`config.mk`:
```
export PLATFORM = sky130hd
export DESIGN_NAME = adc_spi_reader
export DESIGN_NICKNAME = d
export VERILOG_FILES = /design/src/rtl/adc_pkg.sv /design/src/rtl/sck_gen.sv /design/src/rtl/adc_spi_reader.sv
export SDC_FILE = /design/constraint.sdc
export NUM_CORES = 1
export LEC_CHECK = 0
export ABC_CLOCK_PERIOD_IN_PS = 7800
export CORE_AREA = 3 3 90 92
export DETAILED_ROUTE_END_ITERATION = 10
export DIE_AREA = 0 0 93 95
export GPL_TIMING_DRIVEN = 0
export HOLD_SLACK_MARGIN = 0.08
export MAX_ROUTING_LAYER = met4
export PLACE_DENSITY = 0.81
export SYNTH_ARGS = -nofsm -noshare
export SYNTH_HDL_FRONTEND = slang
export SYNTH_SLANG_ARGS = --single-unit
```
`constraint.sdc`:
```
create_clock -name clk -period 7.8 [get_ports clk]
set_input_delay 1.56 -clock clk [delete_from_list [all_inputs] [get_ports clk]]
set_output_delay 1.56 -clock clk [all_outputs]
set_load 0.02 [all_outputs]
```
`src/rtl/adc_pkg.sv`:
```
// Shared types and frame constants for the preamp/ADC SPI reader.
package adc_pkg;

  typedef enum logic [2:0] {
    ST_IDLE,
    ST_AMP,
    ST_CONV,
    ST_SHIFT,
    ST_DONE
  } state_t;

  localparam int AMP_BITS       = 8;
  localparam int ADC_FRAME_BITS = 34;
  localparam int CH_A_FIRST     = 3;
  localparam int CH_B_FIRST     = 19;
  localparam int SAMPLE_W       = 14;
  localparam int PERIOD_W       = 6;

  // True when 1-based SCK rise number falls inside a channel's 14-bit window.
  function automatic logic in_window(input logic [PERIOD_W-1:0] rise, input int first);
    return (int'(rise) >= first) && (int'(rise) < first + SAMPLE_W);
  endfunction

endpackage

```
`src/rtl/sck_gen.sv`:
```
// SPI clock divider: SCK idles low, rises mid-period, counts completed periods.
module sck_gen #(
  parameter int CLK_DIV  = 2,
  parameter int PERIOD_W = 6
) (
  input  logic                clk,
  input  logic                reset_n,
  input  logic                en,
  output logic                sck,
  output logic                rise_stb,
  output logic                fall_stb,
  output logic [PERIOD_W-1:0] period_cnt
);

  localparam int DIV_W = (CLK_DIV > 1) ? $clog2(CLK_DIV) : 1;
  localparam logic [DIV_W-1:0] DIV_LAST = DIV_W'(CLK_DIV - 1);

  logic [DIV_W-1:0] div_cnt;
  logic             half_done;

  // Strobes mark the clock edge on which sck toggles.
  assign half_done = en && (div_cnt == DIV_LAST);
  assign rise_stb  = half_done && !sck;
  assign fall_stb  = half_done && sck;

  always_ff @(posedge clk or negedge reset_n) begin
    if (!reset_n) begin
      div_cnt    <= '0;
      sck        <= 1'b0;
      period_cnt <= '0;
    end else if (!en) begin
      div_cnt    <= '0;
      sck        <= 1'b0;
      period_cnt <= '0;
    end else begin
      div_cnt <= half_done ? '0 : div_cnt + 1'b1;
      if (half_done) sck <= !sck;
      if (fall_stb) period_cnt <= period_cnt + 1'b1;
    end
  end

endmodule

```
`src/rtl/adc_spi_reader.sv`:
```
// SPI master that programs the LTC6912 preamp and reads both LTC1407A channels
// on a free-running sample tick.
module adc_spi_reader
  import adc_pkg::*;
#(
  parameter int CLK_DIV    = 2,
  parameter int SAMPLE_DIV = 1134
) (
  input  logic                       clk,
  input  logic                       reset_n,
  input  logic [3:0]                 gain_a,
  input  logic [3:0]                 gain_b,
  input  logic                       gain_load,
  input  logic                       bus_gnt,
  output logic                       bus_req,
  input  logic                       spi_miso,
  output logic                       spi_mosi,
  output logic                       spi_sck,
  output logic                       spi_amp_cs,
  output logic                       spi_adc_conv,
  output logic signed [SAMPLE_W-1:0] sample_a,
  output logic signed [SAMPLE_W-1:0] sample_b,
  output logic                       sample_valid,
  output logic                       overrun,
  output logic                       busy
);

  localparam int CNT_W = $clog2(18 * CLK_DIV + 1);
  localparam logic [CNT_W-1:0] AMP_LAST  = CNT_W'(18 * CLK_DIV - 1);
  localparam logic [CNT_W-1:0] SCK_ON    = CNT_W'(CLK_DIV);
  localparam logic [CNT_W-1:0] SCK_OFF   = CNT_W'(17 * CLK_DIV);
  localparam logic [CNT_W-1:0] CONV_LAST = CNT_W'(2 * CLK_DIV - 1);
  localparam int TMR_W = $clog2(SAMPLE_DIV);
  localparam logic [TMR_W-1:0] TMR_LAST = TMR_W'(SAMPLE_DIV - 1);
  localparam logic [PERIOD_W-1:0] FRAME_LAST = PERIOD_W'(ADC_FRAME_BITS - 1);

  state_t              state;
  logic [CNT_W-1:0]    cyc_cnt;
  logic [TMR_W-1:0]    tmr;
  logic                tick;
  logic                gain_pend;
  logic                conv_pend;
  logic                amp_start;
  logic                conv_start;
  logic                mosi;
  logic                sck_en;
  logic                rise_stb;
  logic                fall_stb;
  logic [PERIOD_W-1:0] period_cnt;
  logic [PERIOD_W-1:0] rise_num;
  logic [AMP_BITS-1:0] gain_sr;
  logic [SAMPLE_W-1:0] shadow_a;
  logic [SAMPLE_W-1:0] shadow_b;

  assign tick       = (tmr == TMR_LAST);
  assign amp_start  = (state == ST_IDLE) && bus_gnt && gain_pend;
  assign conv_start = (state == ST_IDLE) && bus_gnt && !gain_pend && conv_pend;
  assign rise_num   = period_cnt + PERIOD_W'(1);
  assign spi_mosi   = mosi;

  // AMP frame: CLK_DIV of CS setup, 8 SCK periods, CLK_DIV of hold.
  assign sck_en = (state == ST_SHIFT) ||
                  ((state == ST_AMP) && (cyc_cnt >= SCK_ON) && (cyc_cnt < SCK_OFF));

  sck_gen #(
    .CLK_DIV  (CLK_DIV),
    .PERIOD_W (PERIOD_W)
  ) u_sck_gen (
    .clk        (clk),
    .reset_n    (reset_n),
    .en         (sck_en),
    .sck        (spi_sck),
    .rise_stb   (rise_stb),
    .fall_stb   (fall_stb),
    .period_cnt (period_cnt)
  );

  // Shift registers hold no control meaning, so they carry no reset.
  always_ff @(posedge clk) begin
    if (amp_start)
      gain_sr <= {gain_b, gain_a};
    else if ((state == ST_AMP) && fall_stb)
      gain_sr <= {gain_sr[AMP_BITS-2:0], 1'b0};
    if ((state == ST_SHIFT) && rise_stb) begin
      if (in_window(rise_num, CH_A_FIRST)) shadow_a <= {shadow_a[SAMPLE_W-2:0], spi_miso};
      if (in_window(rise_num, CH_B_FIRST)) shadow_b <= {shadow_b[SAMPLE_W-2:0], spi_miso};
    end
  end

  always_ff @(posedge clk or negedge reset_n) begin
    if (!reset_n) begin
      state        <= ST_IDLE;
      cyc_cnt      <= '0;
      tmr          <= '0;
      gain_pend    <= 1'b1;
      conv_pend    <= 1'b0;
      bus_req      <= 1'b0;
      busy         <= 1'b0;
      spi_amp_cs   <= 1'b1;
      spi_adc_conv <= 1'b0;
      mosi         <= 1'b0;
      sample_a     <= '0;
      sample_b     <= '0;
      sample_valid <= 1'b0;
      overrun      <= 1'b0;
    end else begin
      tmr          <= tick ? '0 : tmr + 1'b1;
      sample_valid <= 1'b0;
      // A tick is only lost if the previous one is still waiting for the bus.
      overrun      <= tick && conv_pend && !conv_start;
      // Cleared at AMP entry so a load arriving mid-frame re-arms another frame.
      if (gain_load) gain_pend <= 1'b1;
      else if (amp_start) gain_pend <= 1'b0;
      if (tick) conv_pend <= 1'b1;
      else if (conv_start) conv_pend <= 1'b0;

      case (state)
        ST_IDLE: begin
          mosi    <= 1'b0;
          bus_req <= gain_pend | conv_pend;
          if (amp_start) begin
            state      <= ST_AMP;
            cyc_cnt    <= '0;
            spi_amp_cs <= 1'b0;
            mosi       <= gain_b[3];
            bus_req    <= 1'b1;
            busy       <= 1'b1;
          end else if (conv_start) begin
            state        <= ST_CONV;
            cyc_cnt      <= '0;
            spi_adc_conv <= 1'b1;
            bus_req      <= 1'b1;
            busy         <= 1'b1;
          end
        end
        ST_AMP: begin
          cyc_cnt <= cyc_cnt + 1'b1;
          if (fall_stb) mosi <= gain_sr[AMP_BITS-2];
          if (cyc_cnt == AMP_LAST) begin
            state      <= ST_IDLE;
            spi_amp_cs <= 1'b1;
            mosi       <= 1'b0;
            busy       <= 1'b0;
          end
        end
        ST_CONV: begin
          cyc_cnt <= cyc_cnt + 1'b1;
          if (cyc_cnt == CONV_LAST) begin
            spi_adc_conv <= 1'b0;
            state        <= ST_SHIFT;
          end
        end
        ST_SHIFT: begin
          if (fall_stb && (period_cnt == FRAME_LAST)) begin
            state        <= ST_DONE;
            sample_a     <= $signed(shadow_a);
            sample_b     <= $signed(shadow_b);
            sample_valid <= 1'b1;
          end
        end
        ST_DONE: begin
          state   <= ST_IDLE;
          bus_req <= 1'b0;
          busy    <= 1'b0;
        end
        default: state <= ST_IDLE;
      endcase
    end
  end

endmodule

```
==> qor.json <==
{
  "ys_seq_area_frac": {"value": 0.625},
  "layout_min_cycle_time": {"value": 3.18, "unit": "ns"},
  "timing_worst_slew_pin_value": {"value": 0.963, "unit": "ns"},
  "postLayoutCellArea": {"value": 5100, "unit": "µm²"},
  "grt-ovfl-total": {"value": 0},
  "netSwitchingFraction": {"value": 0.231},
  "synth_top_family_by_area": {"value": "simple AND/OR/NAND/NOR gates"},
  "gr-usage-met3": {"value": 0.0303},
  "critPathBufInv": {"value": 1},
  "cts-root-buf": {"value": "clkbuf_8"},
  "timing.hold.worst.class": {"value": "register to register"},
  "syn_inst": {"value": 321},
  "routability_congestion": {"value": 0.818},
  "slew_violations": {"value": 0},
  "drv_cap": {"value": 0},
  "place_area": {"value": 4900, "unit": "µm²"},
  "clock_path_buffers": {"value": 2},
  "total_power": {"value": 0.871, "unit": "mW"},
  "grt_start_max_net_pins": {"value": 66},
  "dpl.cell_count": {"value": 469},
  "clock_tree_from_tritoncts": {"value": "done"},
  "floorplan.io_pins": {"value": 49},
  "initial_utilization": {"value": 0.588},
  "grt_pass1_wl": {"value": 12600, "unit": "µm"},
  "insertedDiodeCount": {"value": 0},
  "post-place-ws": {"value": 4.24, "unit": "ns"},
  "grt_use_met2": {"value": 0.295},
  "seq_power_share": {"value": 0.620},
  "viasPerCell": {"value": 5.51},
  "finish.net_count": {"value": 401},
  "count_of_fill_cells_added_during_filler_insertion": {"value": 539},
  "synth.avg_cell_area": {"value": 13.4, "unit": "µm²"},
  "rows": {"value": 31},
  "dieArea": {"value": 8840, "unit": "µm²"},
  "vias": {"value": 2674},
  "timing.clock.skew": {"value": 0.0111, "unit": "ns"},
  "worstHoldStart": {"value": "shadow_a[6]"},
  "layout-drive-gt1-share": {"value": 0.174},
  "setup_slack": {"value": 4.62, "unit": "ns"},
  "layout-area-overhead-vs-synth": {"value": 18.9, "unit": "%"},
  "synthDistinctLibCells": {"value": 58},
  "yosys_register_bits": {"value": 100},
  "grt_pass1_vias": {"value": 2613},
  "grt_util_met1": {"value": 0.251},
  "ant_nets_after_route": {"value": 0},
  "synth-edff-count": {"value": 35},
  "synth.yosys.warnings": {"value": 0},
  "hpwl": {"value": 5060, "unit": "µm"},
  "worstReg2RegStart": {"value": "cyc_cnt[1]"},
  "internal_power": {"value": 0.670, "unit": "mW"},
  "ctsHtreeMaxLevel": {"value": 3},
  "cts_inserted_buffers": {"value": 9},
  "fin_tns_setup": {"value": 0, "unit": "ns"},
  "crit_type": {"value": "primary input to register"},
  "wl_per_cell": {"value": 15.3, "unit": "µm"},
  "mostFrequentLayoutCell": {"value": "dfrtp_1"},
  "power_per_cell_area": {"value": 171, "unit": "nW/µm²"},
  "instances_no_fill": {"value": 485},
  "synthSimpleGateAreaFrac": {"value": 0.130},
  "drt_wl_total": {"value": 7430, "unit": "µm"},
  "cts.sinks": {"value": 100},
  "io_buffers": {"value": 48},
  "worstSkewPairLatency": {"value": 0.36, "unit": "ns"},
  "count_of_hold_buffers_inserted_by_post_cts_repair": {"value": 0},
  "floorplan.core_area": {"value": 7290, "unit": "µm²"},
  "timing.max_slew.rel_slack": {"value": 0.351},
  "critPathLaunch": {"value": "bus_gnt"},
  "commonest_cells_after_routing_fill_and_taps_aside": {"value": "dfrtp_1 (63), clkdlybuf4s50_1 (47), edfxtp_1 (35)"},
  "outcome": {"value": "completed"},
  "globalRouteTotalUtil": {"value": 0.189},
  "number_of_antenna_violations_at_the_first_check_in_global_routing": {"value": 0},
  "final.period_utilization": {"value": 0.408},
  "drt_iter0_markers": {"value": 210},
  "critPathSlowestCell": {"value": "clkdlybuf4s50_1"},
  "critical_path.max_stage_delay": {"value": 0.51, "unit": "ns"},
  "power.ir.vdd_worst": {"value": 123, "unit": "µV"},
  "setup_viol": {"value": 0},
  "chipHeight": {"value": 95, "unit": "µm"},
  "die_width": {"value": 93, "unit": "µm"},
  "synth.net_count": {"value": 341},
  "cp_data_required_time": {"value": 7.79, "unit": "ns"},
  "finalHoldViolCount": {"value": 0},
  "post-cts-setup-buffer-count": {"value": 0},
  "synth_compound_area_frac": {"value": 0.0692},
  "critPathLaunchType": {"value": "primary input"},
  "fin_util": {"value": 0.699},
  "combPwrFrac": {"value": 0.015},
  "path_delay_family": {"value": "simple AND/OR/NAND/NOR gates"},
  "arrival": {"value": 3.17, "unit": "ns"},
  "ys_async_sr_fraction": {"value": 0.650},
  "drtPass1Iterations": {"value": 6},
  "endpoint_kind": {"value": "register"},
  "cts_resized": {"value": 0},
  "grt_setup_unrepaired": {"value": "no"},
  "pleak": {"value": 2.11, "unit": "nW"},
  "clock_power_share": {"value": 0.365},
  "synth_adder_area_share": {"value": 0.0204},
  "synth_xor_area_frac": {"value": 0.0388},
  "critPathMaxFanout": {"value": 8},
  "path_cells": {"value": "clkdlybuf4s50_1, nor4b_4, nand2_1, o21ai_0"},
  "max_freq": {"value": 0.314, "unit": "GHz"},
  "synth.cell_area": {"value": 4290, "unit": "µm²"},
  "synth.mux.area_fraction": {"value": 0.0917},
  "post_detailed_route_drc_marker_count": {"value": 0},
  "grt.busiest_layer": {"value": "met2"},
  "p_sw": {"value": 0.201, "unit": "mW"},
  "ys_dominant_reg_cell": {"value": "dfrtp_1"},
  "whs": {"value": 0.453, "unit": "ns"},
  "clkTransAtPathRegs": {"value": 0.10, "unit": "ns"}
}
kinds of logic (layout without fill, tap and decap cells):
| logic type | Yosys count | in the layout |
|---|---|---|
| multiplexers | 35 | 35 |
| adder cells (fa/ha/maj) | 7 | 7 |
| buffers and inverters | 19 | 84 |
| XOR/XNOR | 19 | 19 |
| flip-flops | 100 | 100 |
| AO/OA/AOI/OAI | 44 | 44 |
| AND/OR/NAND/NOR | 97 | 97 |
final cells by class:
type	instances	area, µm²	area share
inverters	8	30.0	0.00589
plain buffers	11	76.3	0.0150
clock buffers	9	124	0.0243
multi-input cells	202	1510	0.297
repair buffers	49	485	0.0952
clock inverters	7	66.3	0.0130
flip-flops and latches	100	2680	0.526
well taps	99	124	0.0243
path summary, 6_finish.rpt:
| path | to | slack [ns] | cells after the start |
|---|---|---|---|
| max in group asynchronous | u_sck_gen.period_cnt[4] | 6.00 | 1 |
| max | gain_sr[5] | 4.62 | 4 |
| max reg2reg | gain_sr[5] | 5.33 | 4 |
| min reg2reg | shadow_a[7] | 0.45 | 0 |
| min | shadow_a[7] | 0.45 | 0 |
| min in group asynchronous | sample_a[8] | 1.29 | 1 |
synth_stat cells (3+ instances only):
cell type | n | area, µm²
dfrtp_1 | 63 | 1580
edfxtp_1 | 35 | 1050
nor2_1 | 32 | 120
mux2_2 | 25 | 282
nand2_1 | 18 | 67.6
o21ai_0 | 13 | 65.1
xor2_1 | 10 | 87.6
mux2_1 | 9 | 101
xnor2_1 | 9 | 78.8
inv_1 | 8 | 30.0
nand3_1 | 8 | 40.0
ha_1 | 7 | 87.6
a21oi_1 | 4 | 20.0
and3_1 | 4 | 25.0
buf_2 | 4 | 20.0
buf_4 | 4 | 30.0
nand2b_1 | 4 | 25.0
a21o_1 | 3 | 22.5
nand4_1 | 3 | 18.8
nor3_1 | 3 | 15.0
nor4_1 | 3 | 18.8
or2_2 | 3 | 18.8
worst reg2reg max path: cells and delay by family (launching register included):
| kind | cells | cell delay [ns] |
|---|---|---|
| and+or+nand+nor | 2 | 0.51 |
| DFF | 1 | 0.45 |
| AOI/OAI and AO/OA | 1 | 0.77 |
| muxes | 1 | 0.36 |
per-layer routing:
layer | vias to the layer above | part of all wire
met5 | - | 0
met4 | 0 | 0.0087
met2 | 57 | 0.48
met3 | 5 | 0.038
li1 | 1290 | -
met1 | 1322 | 0.47
state kept, by name, summed over array words and instances, names as in the netlist, 3 cells and up:
| signal | cells |
|---|---|
| cyc_cnt | 6 |
| gain_sr | 7 |
| sample_a | 14 |
| sample_b | 14 |
| shadow_a | 14 |
| shadow_b | 14 |
| state | 3 |
| tmr | 11 |
| u_sck_gen.period_cnt | 6 |
power groups by stage:
stage,Sequential (mW),Combinational [mW],Clock [mW]
final,0.540,0.0130,0.317
after global routing,0.540,0.0148,0.345
after CTS,0.540,0.0136,0.321
after detailed placement,0.551,0.0137,0
after global placement,0.551,0.0136,0
after floorplan,0.551,0.000658,0
Power figures use the tool's default switching activity.
